$ cat config.mk
export PLATFORM = sky130hd
export DESIGN_NAME = seq_restoring_divider
export DESIGN_NICKNAME = d
export VERILOG_FILES = /design/src/rtl/seq_restoring_divider.sv
export SDC_FILE = /design/constraint.sdc
export NUM_CORES = 1
export LEC_CHECK = 0
export CAP_MARGIN = 5
export CORE_MARGIN = 2
export CORE_UTILIZATION = 45
export CTS_BUF_LIST = sky130_fd_sc_hd__clkbuf_2
export DETAILED_ROUTE_END_ITERATION = 8
export PLACE_DENSITY = 0.74
export SYNTH_ARGS = -nofsm -noshare
export SYNTH_HDL_FRONTEND = slang
export SYNTH_SLANG_ARGS = --single-unit
$ cat constraint.sdc
create_clock -name clk -period 6.7 [get_ports clk]
set_input_delay 0.67 -clock clk [delete_from_list [all_inputs] [get_ports clk]]
set_output_delay 0.67 -clock clk [all_outputs]
set_load 0.02 [all_outputs]
$ cat src/rtl/seq_restoring_divider.sv
// seq_restoring_divider
//   Iterative radix-2 restoring divider. It divides a 2N-bit unsigned dividend
//   by an N-bit unsigned divisor and produces one quotient bit per clock,
//   starting with the MSB. Only one operation is in flight at a time.
//
// Ports
//   clk          rising-edge clock
//   rst_n        asynchronous active-low reset
//   in_valid     dividend/divisor valid
//   in_ready     high only while IDLE; the operation is accepted on in_valid&&in_ready
//   dividend     2N-bit unsigned dividend
//   divisor      N-bit unsigned divisor
//   out_valid    result valid; held until out_ready
//   out_ready    consumer accepts the result
//   quotient     2N-bit unsigned quotient (all ones on divide-by-zero)
//   remainder    N-bit unsigned remainder (dividend[N-1:0] on divide-by-zero)
//   div_by_zero  the divisor of this result was zero
module seq_restoring_divider #(
  parameter int N = 16
) (
  input  logic           clk,
  input  logic           rst_n,
  input  logic           in_valid,
  output logic           in_ready,
  input  logic [2*N-1:0] dividend,
  input  logic [N-1:0]   divisor,
  output logic           out_valid,
  input  logic           out_ready,
  output logic [2*N-1:0] quotient,
  output logic [N-1:0]   remainder,
  output logic           div_by_zero
);

  localparam int CW = $clog2(2 * N);

  typedef enum logic [1:0] {
    IDLE = 2'd0,
    CALC = 2'd1,
    DONE = 2'd2
  } state_t;

  state_t         state;
  state_t         state_next;
  logic [2*N-1:0] dvd_sh;
  logic [N-1:0]   dvs;
  logic [N:0]     rem_r;
  logic [2*N-1:0] quo_sh;
  logic [CW-1:0]  cnt;

  logic [N:0]     r_shift;
  logic           r_ge;
  logic [N:0]     r_next;

  // One restoring step. The partial remainder is N+1 bits wide so that a
  // shifted value of 2^N or more still compares correctly against the divisor.
  always_comb begin
    r_shift = {rem_r[N-1:0], dvd_sh[2*N-1]};
    r_ge    = (r_shift >= {1'b0, dvs});
    r_next  = r_ge ? (r_shift - {1'b0, dvs}) : r_shift;
  end

  assign in_ready = (state == IDLE);

  // State register.
  always_ff @(posedge clk or negedge rst_n) begin
    if (!rst_n) begin
      state <= IDLE;
    end else begin
      state <= state_next;
    end
  end

  // Next-state logic. A zero divisor skips CALC and goes straight to DONE.
  always_comb begin
    state_next = state;
    case (state)
      IDLE: begin
        if (in_valid) begin
          state_next = (divisor == '0) ? DONE : CALC;
        end
      end
      CALC: begin
        if (cnt == '0) begin
          state_next = DONE;
        end
      end
      DONE: begin
        if (out_valid && out_ready) begin
          state_next = IDLE;
        end
      end
      default: state_next = IDLE;
    endcase
  end

  // Datapath and output registers. For a normal division, the first DONE
  // cycle copies the finished quotient and remainder into the output registers
  // and raises out_valid. A divide-by-zero loads its result at the accept edge.
  // The output registers keep their values after the result is consumed.
  always_ff @(posedge clk or negedge rst_n) begin
    if (!rst_n) begin
      dvd_sh      <= '0;
      dvs         <= '0;
      rem_r       <= '0;
      quo_sh      <= '0;
      cnt         <= '0;
      out_valid   <= 1'b0;
      quotient    <= '0;
      remainder   <= '0;
      div_by_zero <= 1'b0;
    end else begin
      case (state)
        IDLE: begin
          if (in_valid) begin
            dvd_sh <= dividend;
            dvs    <= divisor;
            if (divisor == '0) begin
              quotient    <= '1;
              remainder   <= dividend[N-1:0];
              div_by_zero <= 1'b1;
              out_valid   <= 1'b1;
            end else begin
              rem_r  <= '0;
              quo_sh <= '0;
              cnt    <= CW'(2 * N - 1);
            end
          end
        end
        CALC: begin
          rem_r  <= r_next;
          quo_sh <= {quo_sh[2*N-2:0], r_ge};
          dvd_sh <= {dvd_sh[2*N-2:0], 1'b0};
          if (cnt != '0) begin
            cnt <= cnt - 1'b1;
          end
        end
        DONE: begin
          if (!out_valid) begin
            quotient    <= quo_sh;
            remainder   <= rem_r[N-1:0];
            div_by_zero <= 1'b0;
            out_valid   <= 1'b1;
          end else if (out_ready) begin
            out_valid <= 1'b0;
          end
        end
        default: begin
          out_valid <= 1'b0;
        end
      endcase
    end
  end

endmodule

---- Yosys cells after proc, flatten, opt, wreduce, memory -nomap -nowiden ----
Cells that the tools add are included.
word-level totals
  output and inout port bits .............. 51
  register bits after elaboration ......... 153
  input port bits ......................... 52
operators by class
  bitwise logic cells ..................... 1
  mux-type cells .......................... 33
  order comparisons ....................... 1
  reductions and logical operators ........ 14
  eq/ne operators ......................... 9
  $add $sub $neg .......................... 2
operators by type and width
  operator                                             count
  2-to-1 mux 32 bit                                    6
  case mux 32 bit (2 select lines)                     3
  2-to-1 mux 16 bit                                    6
  case mux 16 bit (2 select lines)                     2
  greater-or-equal comparator 17 x 16 -> 1 bit         1
  zero test 16 bit                                     1
  subtractor 16 bit                                    1
  2-to-1 mux 5 bit                                     3
  != test 2 bit, second input constant                 6
  case mux 5 bit (2 select lines)                      1
  AND reduction 3 bit                                  3
  2-to-1 mux 2 bit                                     4
  AND reduction 4 bit                                  2
  case mux 2 bit (3 select lines)                      1
  zero test 5 bit                                      1
  2-to-1 mux 1 bit                                     5
  nonzero test 5 bit                                   1
  subtractor 5 x 1 -> 5 bit, second input constant     1
  AND reduction 2 bit                                  2
  nonzero test 2 bit                                   2
  case mux 1 bit (3 select lines)                      1
  equality test 2 x 1 -> 1 bit, second input constant  1
  equality test 2 bit, second input constant           1
  zero test 2 bit                                      1
  4 further kinds                                      4

---- Longest topological paths before layout ----
  word-level depth ........................ 4
  gate-level depth with buffers ........... 11
  mapped depth without buffers ............ 9

---- Worst setup path after synthesis ----
No wires, ideal clock.
  kind .................................... input to register
  start point ............................. in divisor[12]
  end point ............................... reg quotient[17]
  required time ........................... 6,559 ps
  path slack .............................. 4,426 ps
  library setup time ...................... 141 ps
  path buffers ............................ 2
  arrival ................................. 2,133 ps
  cell stages on the path ................. 7
  cell sequence ........................... nor4_1 > nand4_1 > or3_1 > a21oi_2 > buf_4 > buf_4 > a31oi_1
between the ends
  longest elaborated chain between the ends .. 3
RTL lines
  element                           RTL line  source
  start, declared                   26        input logic [N-1:0] divisor,
  zero test 16 bit                  117       if (divisor == '0) begin
  != test 2 x 1 -> 1 bit (no line)  n/a
  AND reduction 4 bit (no line)     n/a
  end signal, assigned              139       quotient <= quo_sh;
  end, declared                     29        output logic [2*N-1:0] quotient,
No other way between the ends.
A chain may end at the register's enable or synchronous reset.

---- Final worst setup path ----
  start point ............................. reg state[1]
  end point ............................... out in_ready
between the ends
  longest elaborated chain between the ends .. 1
RTL lines
  element                 RTL line  source
  start, declared         42        state_t state;
  start signal, assigned  69        state <= state_next;
  zero test 2 bit         62        assign in_ready = (state == IDLE);
  end, declared           24        output logic in_ready,
No other way between the ends.

==> metrics.txt <==
fin. max-slew vios 0; Antenna Cells 0; post-route insts no fill 1,134; sequential power share 0.357; Synth Instances 822; Layout area overhead 18.3%; Placed Cells 1,101; setup bufs post-CTS 0; Clock Power Share 0.109; final count of hold timing violations 0; Ys Warns 0; Adder-Cell Fraction of Synth Area 0.0327; sequential area share after synthesis 0.510; hold slack 0.504 ns; Net count, final 972; initial antenna violation count 0; PortBufs 102; CTS buffer count 17; Post-synth top flop dfrtp_1; XOR/XNOR Fraction of Synth Area 0.0105; VDD IR max 0.000177 V; clk_lat worst skew 0.74 ns; CP bufs+invs 2; internal cell power 0.00226 W; Setup CP Type reg2out; Hold Path Class reg2reg; Post-Route WL 18.0 mm; Worst Reg2Reg Path Length in Cells 6; root buffer cell clkbuf_2; Logic pwr share 0.533; Placement Cell Area 8670 sq um; internal reg-to-reg setup slack 3.66 ns; Mapped Nets 893; #FFs+latches synth 153; DIE HEIGHT 133 um; Sum Neg Setup Slack 0 ns; worst hold path cell count 1; Leak 3.64 nW; Final setup viols 0; share of cells above drive strength 1 0.0514; Slew @ Worst Pin 1.23 ns; drt drc 0; Tcrit/Tclk final 0.487; via count 6,165; Ports 103; routed length per instance 15.9 um; critical path required time 6.03 ns; EDFF count, synth 0; # rows 47; drt initial violations 399; reg2reg start state[1]; sequential cell area 3830 sq um; CP peak stage delay 0.71 ns; Starting Density 0.456; CTS tree built; FILL cells 1,473; hold-fix buffers at CTS 1; run status finished clean; Pwr Density 466 nW/um^2; Hold Crit Start cnt[3]; CP top delay family buffers and inverters; Clock transition at path regs 0.21 ns; largest family of logic cells by synthesized area compound AO/OA/AOI/OAI gates; 1st-pass router iterations 5; Switching Share 0.455; critical path, cell by cell buf_4 -> nor2_1 -> clkdlybuf4s50_1; RSZ-0062 raised after global routing no; Post-Layout Inst Area 8870 sq um; CTS max path bufs 2; Avg Cell Area, Syn 9.13 sq um; HPWL Detailed 12.4 mm; Fin Clk Skew 0.0249 ns; total congestion overflow 0; time the worst path needs with I/O delays and setup 3.26 ns; Core ar. 16,500 sq um; DIE AREA 17,700 sq um; first-pass GRT wire length 30.0 mm; Post-Synth Simple-Gate Area 0.161; Slew headroom 0.177; area taken by multi-input logic gates 3250 sq um; die width 133 um; crit path DAT 2.59 ns; Endpoint, Worst Hold cnt[3]; clk sinks 153; post-synthesis compound-gate area fraction 0.200; Total GRT Usage 0.211; H-tree Lvls 4; Yosys cell types 59; critical path launch point type register; reg2reg end quotient[17]; CP max-delay cell dfrtp_2; CP Max Fanout 48; FMAX 0.307 GHz; Crit. End Element primary output; Pwr Total 0.00414 W; NetSw 0.00188 W; Async S/R FF share, synth 1.00; vias in the first global route 5,896; GP Congestion 0.835; CTS resizes 0; largest net degree at the start of global routing 86; mux contribution to synthesized area 0.0255; antenna-violating nets left 0; vias per cell 5.44; max_cap viols 0; Syn Std Cell Area 7500 sq um
-- worst register-to-register path, stage by stage, from the launching register on --
cell and delay [ns]:
dfrtp_2 0.63, buf_4 0.36, or3_1 0.46, a21oi_4 0.53, buf_4 0.65, nor2_1 0.14
a31oi_1 0.19
-- layer usage --
layer,vias up,global-route usage,routed length [um]
met5,-,0,0
met4,0,0.0697,320
met3,26,0.0578,1270
met2,175,0.311,7710
met1,2926,0.304,8730
li1,3038,-,-
-- placed cells by master (no fill, tap or decap), drive strengths merged, types with 3 or more instances in the layout --
| cell type | count |
|---|---|
| dfrtp | 153 |
| nand2 | 109 |
| clkdlybuf4s50 | 101 |
| o21ai | 96 |
| a21oi | 67 |
| inv | 60 |
| nor2 | 60 |
| a31oi | 35 |
| nor3b | 33 |
| clkbuf | 22 |
| mux2i | 18 |
| ha | 18 |
| nor3 | 10 |
| buf | 10 |
| nand4 | 8 |
| clkinv | 8 |
| o31ai | 7 |
| a41oi | 7 |
| nand3 | 6 |
| and2 | 6 |
| o311ai | 6 |
| nand2b | 5 |
| nor2b | 5 |
| xor2 | 5 |
| a21o | 4 |
| and3 | 4 |
| o21a | 4 |
| nor4 | 4 |
| xnor2 | 4 |
| o211ai | 3 |
| or3 | 3 |
-- registers in the layout, summed over array words and instances, names as in the netlist --
signal	cells
div_by_zero	1
remainder	16
dvd_sh	32
rem_r	16
out_valid	1
state	2
dvs	16
cnt	5
quo_sh	32
quotient	32
-- Yosys cell counts, drive strengths merged (2+ instances only) --
cell type | number | area [sq um]
nor2 | 60 | 228
nor2b | 5 | 31.3
clkbuf | 36 | 135
a31oi | 35 | 219
a22oi | 2 | 15.0
and3 | 4 | 25.0
a211o | 2 | 17.5
nor4 | 4 | 25.0
nand2b | 5 | 31.3
o211ai | 3 | 22.5
a21o | 4 | 30.0
nor3 | 10 | 50.1
o31ai | 7 | 52.6
o2111ai | 2 | 17.5
buf | 16 | 87.6
a41oi | 7 | 61.3
nand4 | 8 | 50.1
a21oi | 67 | 339
inv | 60 | 225
or3 | 3 | 18.8
mux2i | 18 | 180
and2 | 6 | 37.5
dfrtp | 153 | 3830
o221ai | 2 | 17.5
a21boi | 2 | 15.0
xnor2 | 4 | 35.0
nand3 | 6 | 30.0
xor2 | 5 | 43.8
o21a | 4 | 30.0
nor3b | 33 | 248
ha | 18 | 225
nand4b | 2 | 17.5
o311ai | 6 | 52.6
o21ai | 96 | 480
nand2 | 109 | 409
-- power groups by stage --
stage,clock (W),sequential (W),combinational (W)
3_5_place_dp,0,0.00150,0.00220
4_1_cts,0.000466,0.00148,0.00220
5_1_grt,0.000501,0.00152,0.00245
3_3_place_gp,0,0.00150,0.00215
6_report,0.000453,0.00148,0.00221
2_1_floorplan,0,0.00157,0.00139
-- cells by family (layout without fill, tap and decap cells) --
family,Yosys count,in the layout
multiplexers,19,19
buffers and inverters,113,205
flip-flops,153,153
XOR/XNOR,9,9
adder cells (fa/ha/maj),19,19
AND/OR/NAND/NOR,256,256
AO/OA/AOI/OAI,253,253
-- worst max path at each step --
stage / start / endpoint / slack (ns) / cells past startpoint
final: state[1] / in_ready / 3.44 / 3
after global routing: divisor[12] / quotient[31] / 3.21 / 8
after CTS: state[1] / in_ready / 3.35 / 3
after detailed placement: divisor[15] / quotient[31] / 2.73 / 8
after global placement: divisor[12] / quotient[31] / 2.82 / 8
after floorplan: divisor[12] / quotient[17] / 4.43 / 7
-- metrics by stage --
step	utilization	setup WS, ns
detailed placement	0.527	2.73
finish	0.539	3.44
global placement	0.527	2.82
global route	0.539	3.21
floorplan	-	4.43
CTS	0.539	3.35
-- layout make-up --
cell class,count,share of cell area
clock inverters,10,0.00888
flip-flops and latches,153,0.432
inverters,61,0.0258
clock buffers,22,0.0124
well taps,220,0.0310
multi-input cells,556,0.366
repair buffers,112,0.124
Power figures use the tool's default switching activity.
